<file path="src/rtl/dmem_hs.sv">
// dmem_hs: word-addressed on-chip data memory behind a valid/ready
// request/response handshake, with programmable wait states, byte-lane
// (LDRB/STRB) access and misaligned-word fault detection.
//
// Optional build macro: DMEM_BOUNDS_CHECK_EN
//   defined   -> any set address bit above the index field faults the access
//   undefined -> those bits are ignored (addresses alias modulo DEPTH words)
//
// Ports
//   clk, reset              rising-edge clock, async active-high reset
//   req_valid / req_ready   request handshake (one transaction outstanding)
//   req_we, req_byte        store/load, byte/word
//   req_addr, req_wdata     byte address, store data (byte stores use [7:0])
//   resp_valid / resp_ready response handshake
//   resp_rdata, resp_fault  load data (0 for stores/faults), fault flag
module dmem_hs #(
  parameter int DATA_W      = 32,
  parameter int DEPTH       = 64,
  parameter int ADDR_W      = 32,
  parameter int WAIT_STATES = 1
) (
  input  logic              clk,
  input  logic              reset,
  input  logic              req_valid,
  output logic              req_ready,
  input  logic              req_we,
  input  logic              req_byte,
  input  logic [ADDR_W-1:0] req_addr,
  input  logic [DATA_W-1:0] req_wdata,
  output logic              resp_valid,
  input  logic              resp_ready,
  output logic [DATA_W-1:0] resp_rdata,
  output logic              resp_fault
);

  localparam int LANE_BITS = $clog2(DATA_W / 8);
  localparam int IDX_W     = $clog2(DEPTH);
  localparam int HI        = LANE_BITS + IDX_W;
  localparam int CNT_W     = 4;

`ifdef DMEM_BOUNDS_CHECK_EN
  localparam bit BOUNDS_EN = 1'b1;
`else
  localparam bit BOUNDS_EN = 1'b0;
`endif

  typedef struct packed {
    logic              we;
    logic              is_byte;
    logic [ADDR_W-1:0] addr;
    logic [DATA_W-1:0] wdata;
  } req_t;

  typedef enum logic [1:0] {S_IDLE, S_WAIT, S_RESP} state_t;

  state_t               state, state_nx;
  logic [CNT_W-1:0]     cnt;
  req_t                 req_q, live, op;
  logic                 accept, commit, fault, misalign, oob;
  logic [IDX_W-1:0]     idx;
  logic [LANE_BITS-1:0] lane;
  logic [DATA_W-1:0]    rd_word, load_data;
  logic [7:0]           rd_lane;

  logic [DATA_W-1:0] mem [DEPTH];

  assign accept = req_valid & req_ready;

  // With zero wait states the commit edge is the accept edge itself, so the
  // operation must come straight from the ports; otherwise from the latch.
  always_comb begin
    live.we      = req_we;
    live.is_byte = req_byte;
    live.addr    = req_addr;
    live.wdata   = req_wdata;
    op = (state == S_IDLE) ? live : req_q;
  end

  assign idx      = op.addr[LANE_BITS +: IDX_W];
  assign lane     = op.addr[LANE_BITS-1:0];
  assign misalign = ~op.is_byte & (lane != '0);
  assign oob      = |(op.addr >> HI);
  assign fault    = misalign | (BOUNDS_EN & oob);

  assign commit = ~reset &
                  ((state == S_IDLE && accept && WAIT_STATES == 0) ||
                   (state == S_WAIT && cnt == CNT_W'(1)));

  assign rd_word   = mem[idx];
  assign rd_lane   = rd_word[{lane, 3'b000} +: 8];
  assign load_data = op.is_byte ? {{(DATA_W-8){1'b0}}, rd_lane} : rd_word;

  // RAM has no reset; a write happens only on the commit edge of a
  // non-faulting store.
  always_ff @(posedge clk) begin
    if (commit && op.we && !fault) begin
      if (op.is_byte) mem[idx][{lane, 3'b000} +: 8] <= op.wdata[7:0];
      else            mem[idx] <= op.wdata;
    end
  end

  // FSM: state register
  always_ff @(posedge clk or posedge reset) begin
    if (reset) state <= S_IDLE;
    else       state <= state_nx;
  end

  // FSM: next state
  always_comb begin
    state_nx = state;
    case (state)
      S_IDLE: if (accept) state_nx = (WAIT_STATES == 0) ? S_RESP : S_WAIT;
      S_WAIT: if (cnt == CNT_W'(1)) state_nx = S_RESP;
      S_RESP: if (resp_ready) state_nx = S_IDLE;
      default: state_nx = S_IDLE;
    endcase
  end

  // FSM: outputs
  always_comb begin
    req_ready  = (state == S_IDLE) & ~reset;
    resp_valid = (state == S_RESP);
  end

  // Request latch, wait counter and registered response
  always_ff @(posedge clk or posedge reset) begin
    if (reset) begin
      req_q      <= '0;
      cnt        <= '0;
      resp_rdata <= '0;
      resp_fault <= 1'b0;
    end else begin
      if (accept) begin
        req_q <= live;
        cnt   <= CNT_W'(WAIT_STATES);
      end else if (state == S_WAIT) begin
        cnt <= cnt - 1'b1;
      end
      if (commit) begin
        resp_rdata <= (fault | op.we) ? '0 : load_data;
        resp_fault <= fault;
      end
    end
  end

endmodule

</file>
<file path="config.mk">
export PLATFORM = sky130hd
export DESIGN_NAME = dmem_hs
export DESIGN_NICKNAME = d
export VERILOG_FILES = /design/src/rtl/dmem_hs.sv
export SDC_FILE = /design/constraint.sdc
export NUM_CORES = 2
export LEC_CHECK = 0
export BUFFER_PORTS_ARGS = -buffer_cell sky130_fd_sc_hd__buf_2
export CAP_MARGIN = 30
export CORE_ASPECT_RATIO = 1.2
export CORE_UTILIZATION = 33
export DETAILED_ROUTE_END_ITERATION = 12
export PLACE_DENSITY = 0.5
export SYNTH_ARGS = -nofsm -noshare
export SYNTH_HDL_FRONTEND = slang
export SYNTH_SLANG_ARGS = --single-unit
</file>
<file path="constraint.sdc">
create_clock -name clk -period 4.5 [get_ports clk]
set_input_delay 0.9 -clock clk [delete_from_list [all_inputs] [get_ports clk]]
set_output_delay 0.9 -clock clk [all_outputs]
set_load 0.02 [all_outputs]
</file>
Yosys cells after proc, flatten, opt, wreduce, memory -nomap -nowiden
Memories as Yosys holds them, arrays and structs flattened.
Cells that the tools add are included.
Widths: inputs -> output; s select.
{"block": "word_totals", "out_inout_bits": 35, "input_bits": 70, "elab_cells": 114, "regBits": 105, "mem_count": 1, "mem_bits_rw": 2048}
{"memory": "mem", "words": 64, "word_bits": 32, "read_ports": 1, "rd_clocked_by_memory_dff": 0, "wr": 1, "line_no": "65", "text": "logic [DATA_W-1:0] mem [DEPTH];"}
{"block": "classes", "n_eq_ne": 6, "mux": 47, "shifts": 3, "add_sub_neg": 2, "bitwise_logic": 39, "reduce_logical": 8}
{"op": "$mux 32", "count": 3}
{"op": "$mux 66", "count": 1}
{"op": "$mux 1", "count": 37}
{"op": "$or 1x1->1", "count": 33}
{"op": "$shift 8x7->32 const A", "count": 1}
{"op": "$shiftx 32x6->8", "count": 1}
{"op": "$shiftx 8x7->32", "count": 1}
{"op": "$mux 4", "count": 2}
{"op": "$neg 5->7", "count": 1}
{"op": "$mux 2", "count": 3}
{"op": "$pmux 2 s3", "count": 1}
{"op": "$and 1x1->1", "count": 4}
{"op": "$eq 4x1->1 const B", "count": 1}
{"op": "$ne 2x1->1 const B", "count": 2}
{"op": "$reduce_bool 2->1", "count": 2}
{"op": "$sub 4x1->4 const B", "count": 1}
{"op": "$logic_and 1x1->1", "count": 3}
{"op": "$reduce_and 3->1", "count": 1}
{"op": "$eq 2x1->1 const B", "count": 1}
{"op": "$eq 2x2->1 const B", "count": 1}
{"op": "$logic_not 2->1", "count": 1}
{"op": "$ne 2x2->1 const B", "count": 1}
{"op": "$not 1->1", "count": 2}
{"op": "$logic_not 1->1", "count": 1}

Longest topological paths before layout
{"block": "logic_depth", "depth_word": 9, "mapped_depth": 14, "mapped_depth_nobuf": 10}

Least setup slack after synthesis
OpenSTA, ideal clock, no wires.
{"block": "synth_path", "path_kind": "register to register", "from": "register state[0]", "to": "memory mem[0][10] (data pin)", "arrival_time_ns": 4.401, "stages_incl_launch_ff": 12, "setup_time_ns": 0.552, "required_time_ns": 3.948, "n_path_buf": 4, "period_less_slack_ns": 4.953, "setup_slack_ns": -0.453, "cell_sequence": "dfrtp_1 -> buf_6 -> nor2_4 -> buf_2 -> mux2i_1 -> clkbuf_1 -> ha_1 -> nor2b_1 -> nor3_1 -> nand2_1 -> clkbuf_1 -> o22ai_1"}
{"block": "synth_between", "elab_chain_cells": 9, "elab_cells_between_ends": 17, "classes_between": "add/sub: 1; eq/ne: 1; shift: 1; mux: 5; bitwise: 3; reduce/logical: 6"}
{"element": "from (decl)", "line_no": "56", "text": "state_t state, state_nx;"}
{"element": "from (signal assigned)", "line_no": "105", "text": "else state <= state_nx;"}
{"element": "parallel branches: the longest is 8 deep, another holds $neg 5->7"}
{"element": "$mux 1 (no line) (*)"}
{"element": "to (decl)", "line_no": "65"}
Every way passes the cells marked *.

Worst setup path in the final report
{"block": "layout_path", "from": "register state[1]", "to": "register resp_rdata[2]"}
{"block": "layout_between", "elab_chain_cells": 6, "elab_cells_between_ends": 13, "classes_between": "eq/ne: 1; shift: 1; mux: 3; bitwise: 4; reduce/logical: 3; memory: 1"}
{"element": "$logic_not 2->1", "line_no": "76", "text": "op = (state == S_IDLE) ? live : req_q;"}
{"element": "$mux 66", "line_no": "76"}
{"element": "$mem_v2 64x32, or another cell as far along"}
{"element": "$shiftx 32x6->8 / $and 1x1->1 (equally long branches)", "line_no": "90, 81"}
{"element": "$mux 32 / $or 1x1->1 (equally long branches)", "line_no": "91, 140"}
{"element": "$mux 32", "line_no": "140", "text": "resp_rdata <= (fault | op.we) ? '0 : load_data;"}
{"element": "to (signal assigned)", "line_no": "140"}
{"element": "to (decl)", "line_no": "32", "text": "output logic [DATA_W-1:0] resp_rdata,"}
Parallel ways exist; a longest one is shown, timed or not.
A chain may end at the register's enable or synchronous reset.

==> results.cfg <==
[sta]
rsz0062_at_grt = no
hold_viol_final = 0
setup_viol = 1
drv_slew = 0
slew_headroom = 0.278
setup_tns_ns = -0.0383
worst_pin_slew_ns = 1.07
fin_ws_ns = -0.0383
period_minus_slack_ns = 4.54
finalCritPeriodShare = 1.01
clock_skew_ns = 0.0702
fmax_ghz = 0.220
holdWs_ns = 0.250

[pwr]
clkPwrFrac = 0.241
power_frac_comb = 0.415
power.density_nw_per_um2 = 721
vdd_drop_max_v = 0.000596
p_leak_nw = 33.2
swShare = 0.409
p_int_w = 0.0428
power_frac_seq = 0.344
p_switching_w = 0.0296

[route]
drtIter0Drc = 7622
first_pass_iters = 6
vias = 56700
routed_wirelength_mm = 331
drc_errors = 0
avgViaCountPerCell = 5.95
post_drt_wl_per_cell_um = 34.8
drtAntennaViolNets = 0

[logic_synthesis]
synth_area_leader_cell = edfxtp_1
syn_nets = 5403
synth_top_area_frac = 0.744
synth_edf_count = 2048
synthArstFlopShare = 0.0380
synth_cells = 5326
synthTopCellsByCount = edfxtp_1, o22ai_1, nand2_1
synth.avg_cell_area_um2 = 15.5
ys_seq_elements = 2129
synth_cell_types = 95
synthFlopType = edfxtp_1
synth.area.top_cells = edfxtp_1, o22ai_1, dfrtp_1, nand2_1, nor3_1
synthesis.area_um2 = 82700
synth.most_common_cell = edfxtp_1
synth-seq-area-share = 0.768
ys_warn_count = 0

[clock_network]
clock_latency_ns = 0.90
htreeDepth = 4
cts_tree = done
cts_root_buf = clkbuf_16
cts_buffer_depth = 4
cts_sinks = 2129
clk_pin_slew_worst_paths_ns = 0.06
numCtsBuffers = 214

[place]
hpwl_mm = 219
gp_congestion = 0.950
dp_slack_ns = -0.0753
portBuffers = 80

[worst_hold_path]
holdPathEnd = req_q[25]$_DFFE_PP0P_
min_path_type = input pin to register
min_from = req_wdata[25]
holdPathStages = 2

[global_route]
grt_max_degree = 65
grt_pass1_wl_mm = 452
antenna_found_initial = 13
grt_overflow = 0
grt_use_total = 0.256
grt_pass1_vias = 54200

[setup_path]
cp_max_fo = 32
timing.rr.start = state[1]$_DFFE_PP0P_
arrival_ns = 5.31
cp_num_buf_inv = 3
critPathLaunchType = register
rr_worst_depth = 11
rr_endpoint = resp_rdata[2]$_DFFE_PP0P_
critical_path.cell_chain = buf_4, o21a_1, buf_4, a22oi_4, buf_12, o22ai_1, a21oi_1, a21oi_1, nor4_1, nand4b_1, nand4_1
r2r_slack_ns = -0.04
cp_top_family = simple AND/OR/NAND/NOR gates
critPathRequiredTime_ns = 5.27
worst_setup_path_end_kind = register
crit_slowest_cell = nor4_1
slowest_delay_ns = 0.91
crit_type = register to register

[run_status]
status = finished with violations
failed_checks = setup timing

[die]
initial_core_util = 0.333
die_area_um2 = 253000
ios = 105
core_area_um2 = 248000
chipWidth_um = 459
std_cell_rows = 200
die_y_um = 550

[finish]
syn2layout_area_growth_pct = 21.3
drive_gt1_frac = 0.219
final_util = 0.404
nFillCells = 22800
fin_nets = 6090

[flow_run]
cap_violations = 0
## cell type report
| cell class | instances | area (um2) | share of cell area |
|---|---|---|---|
| Antenna cell | 11 | 27.5 | 0.000274 |
| Clock buffer | 274 | 5690 | 0.0567 |
| Clock inverter | 107 | 963 | 0.00960 |
| Inverter | 10 | 40.0 | 0.000399 |
| Multi-Input combinational cell | 2772 | 18000 | 0.180 |
| Sequential cell | 2129 | 63500 | 0.633 |
| Tap cell | 3333 | 4170 | 0.0416 |
| Timing Repair Buffer | 886 | 7900 | 0.0787 |
## power by group through the flow
stage / clock, W / sequential [W] / combinational [W]
after floorplan: 0 / 0.0253 / 0.0121
after detailed placement: 0 / 0.0253 / 0.0293
after CTS: 0.0177 / 0.0249 / 0.0294
after global placement: 0 / 0.0253 / 0.0292
final: 0.0174 / 0.0249 / 0.0300
after global routing: 0.0184 / 0.0249 / 0.0304
## layout by cell type, fill, tap and decap left out, types with 52 or more instances in the layout
cell type  Yosys  layout
a21oi_1      113     112
o21ai_0      129     127
nand3_1       88      88
and3_1        58      57
nor2_1       207     193
o22ai_1      637     613
nor4_1        54      52
buf_2        164      81
buf_12         0     114
nor3_1       244     241
o221ai_1      74      74
dfrtp_1       81      81
a32oi_1       77      77
a31oi_1       57      57
clkbuf_16      0     216
buf_4         19     690
nand2_1      382     377
a211oi_1      54      54
mux2i_1      115     112
edfxtp_1    2048    2048
## flip-flops by register name, indices dropped and copies added (netlist names)
register    flops
cnt             4
resp_rdata     32
resp_fault      1
mem          2048
req_q          42
state           2
## per-layer routing
metal / vias to the layer above / global-route usage / part of all wire
met3: 744 / 0.0434 / 0.087
met2: 3199 / 0.413 / 0.47
met1: 29600 / 0.328 / 0.38
li1: 23100 / - / -
met4: 10 / 0.144 / 0.065
met5: - / 0 / 0.00021
## cells by family (layout without fill, tap and decap cells)
group,Yosys count,in the layout,synth area share
compound gates,1422,1422,0.118
xor+xnor,2,2,0.000212
other cells,0,11,0
buf+inv,425,1277,0.0231
simple gates,1180,1180,0.0686
fa+ha+maj,7,7,0.00106
mux,161,161,0.0203
flops,2129,2129,0.768
## worst max-delay path by stage
stage	to	slack, ns	cells after the start	start
floorplan	mem[0][10]$_DFFE_PP_	-0.45	11	state[0]$_DFFE_PP0P_
global placement	resp_rdata[3]$_DFFE_PP0P_	-0.1	14	req_addr[3]
detailed placement	resp_rdata[3]$_DFFE_PP0P_	-0.08	14	req_addr[3]
CTS	resp_rdata[3]$_DFFE_PP0P_	0.10	14	state[1]$_DFFE_PP0P_
global route	resp_rdata[7]$_DFFE_PP0P_	0.006	12	state[1]$_DFFE_PP0P_
finish	resp_rdata[2]$_DFFE_PP0P_	-0.04	11	state[1]$_DFFE_PP0P_
## stage by stage
stage	std cells	power [W]	instance area, um2
2_1_floorplan	5326	0.0374	82700
3_3_place_gp	9125	0.0544	93600
3_5_place_dp	9129	0.0546	93600
4_1_cts	9511	0.0720	100000
5_1_grt	9514	0.0737	100000
6_report	9522	0.0723	100000
## timing repair
action	CTS	global route
hold endpoints to repair	0	0
endpoints found under the setup margin	2	2
pin swaps	2	0
gates resized for setup	1	2
buffers inserted	1	0
hold buffers	0	0
## worst register-to-register path, delay by kind of cell, from the launching register on
kind / cells / cell delay [ns]
AND/OR/NAND/NOR: 3 / 1.60
flip-flops: 1 / 0.70
buffers and inverters: 3 / 0.90
AO/OA/AOI/OAI: 5 / 1.20
Note: power is estimated with default switching activity, not from simulation.
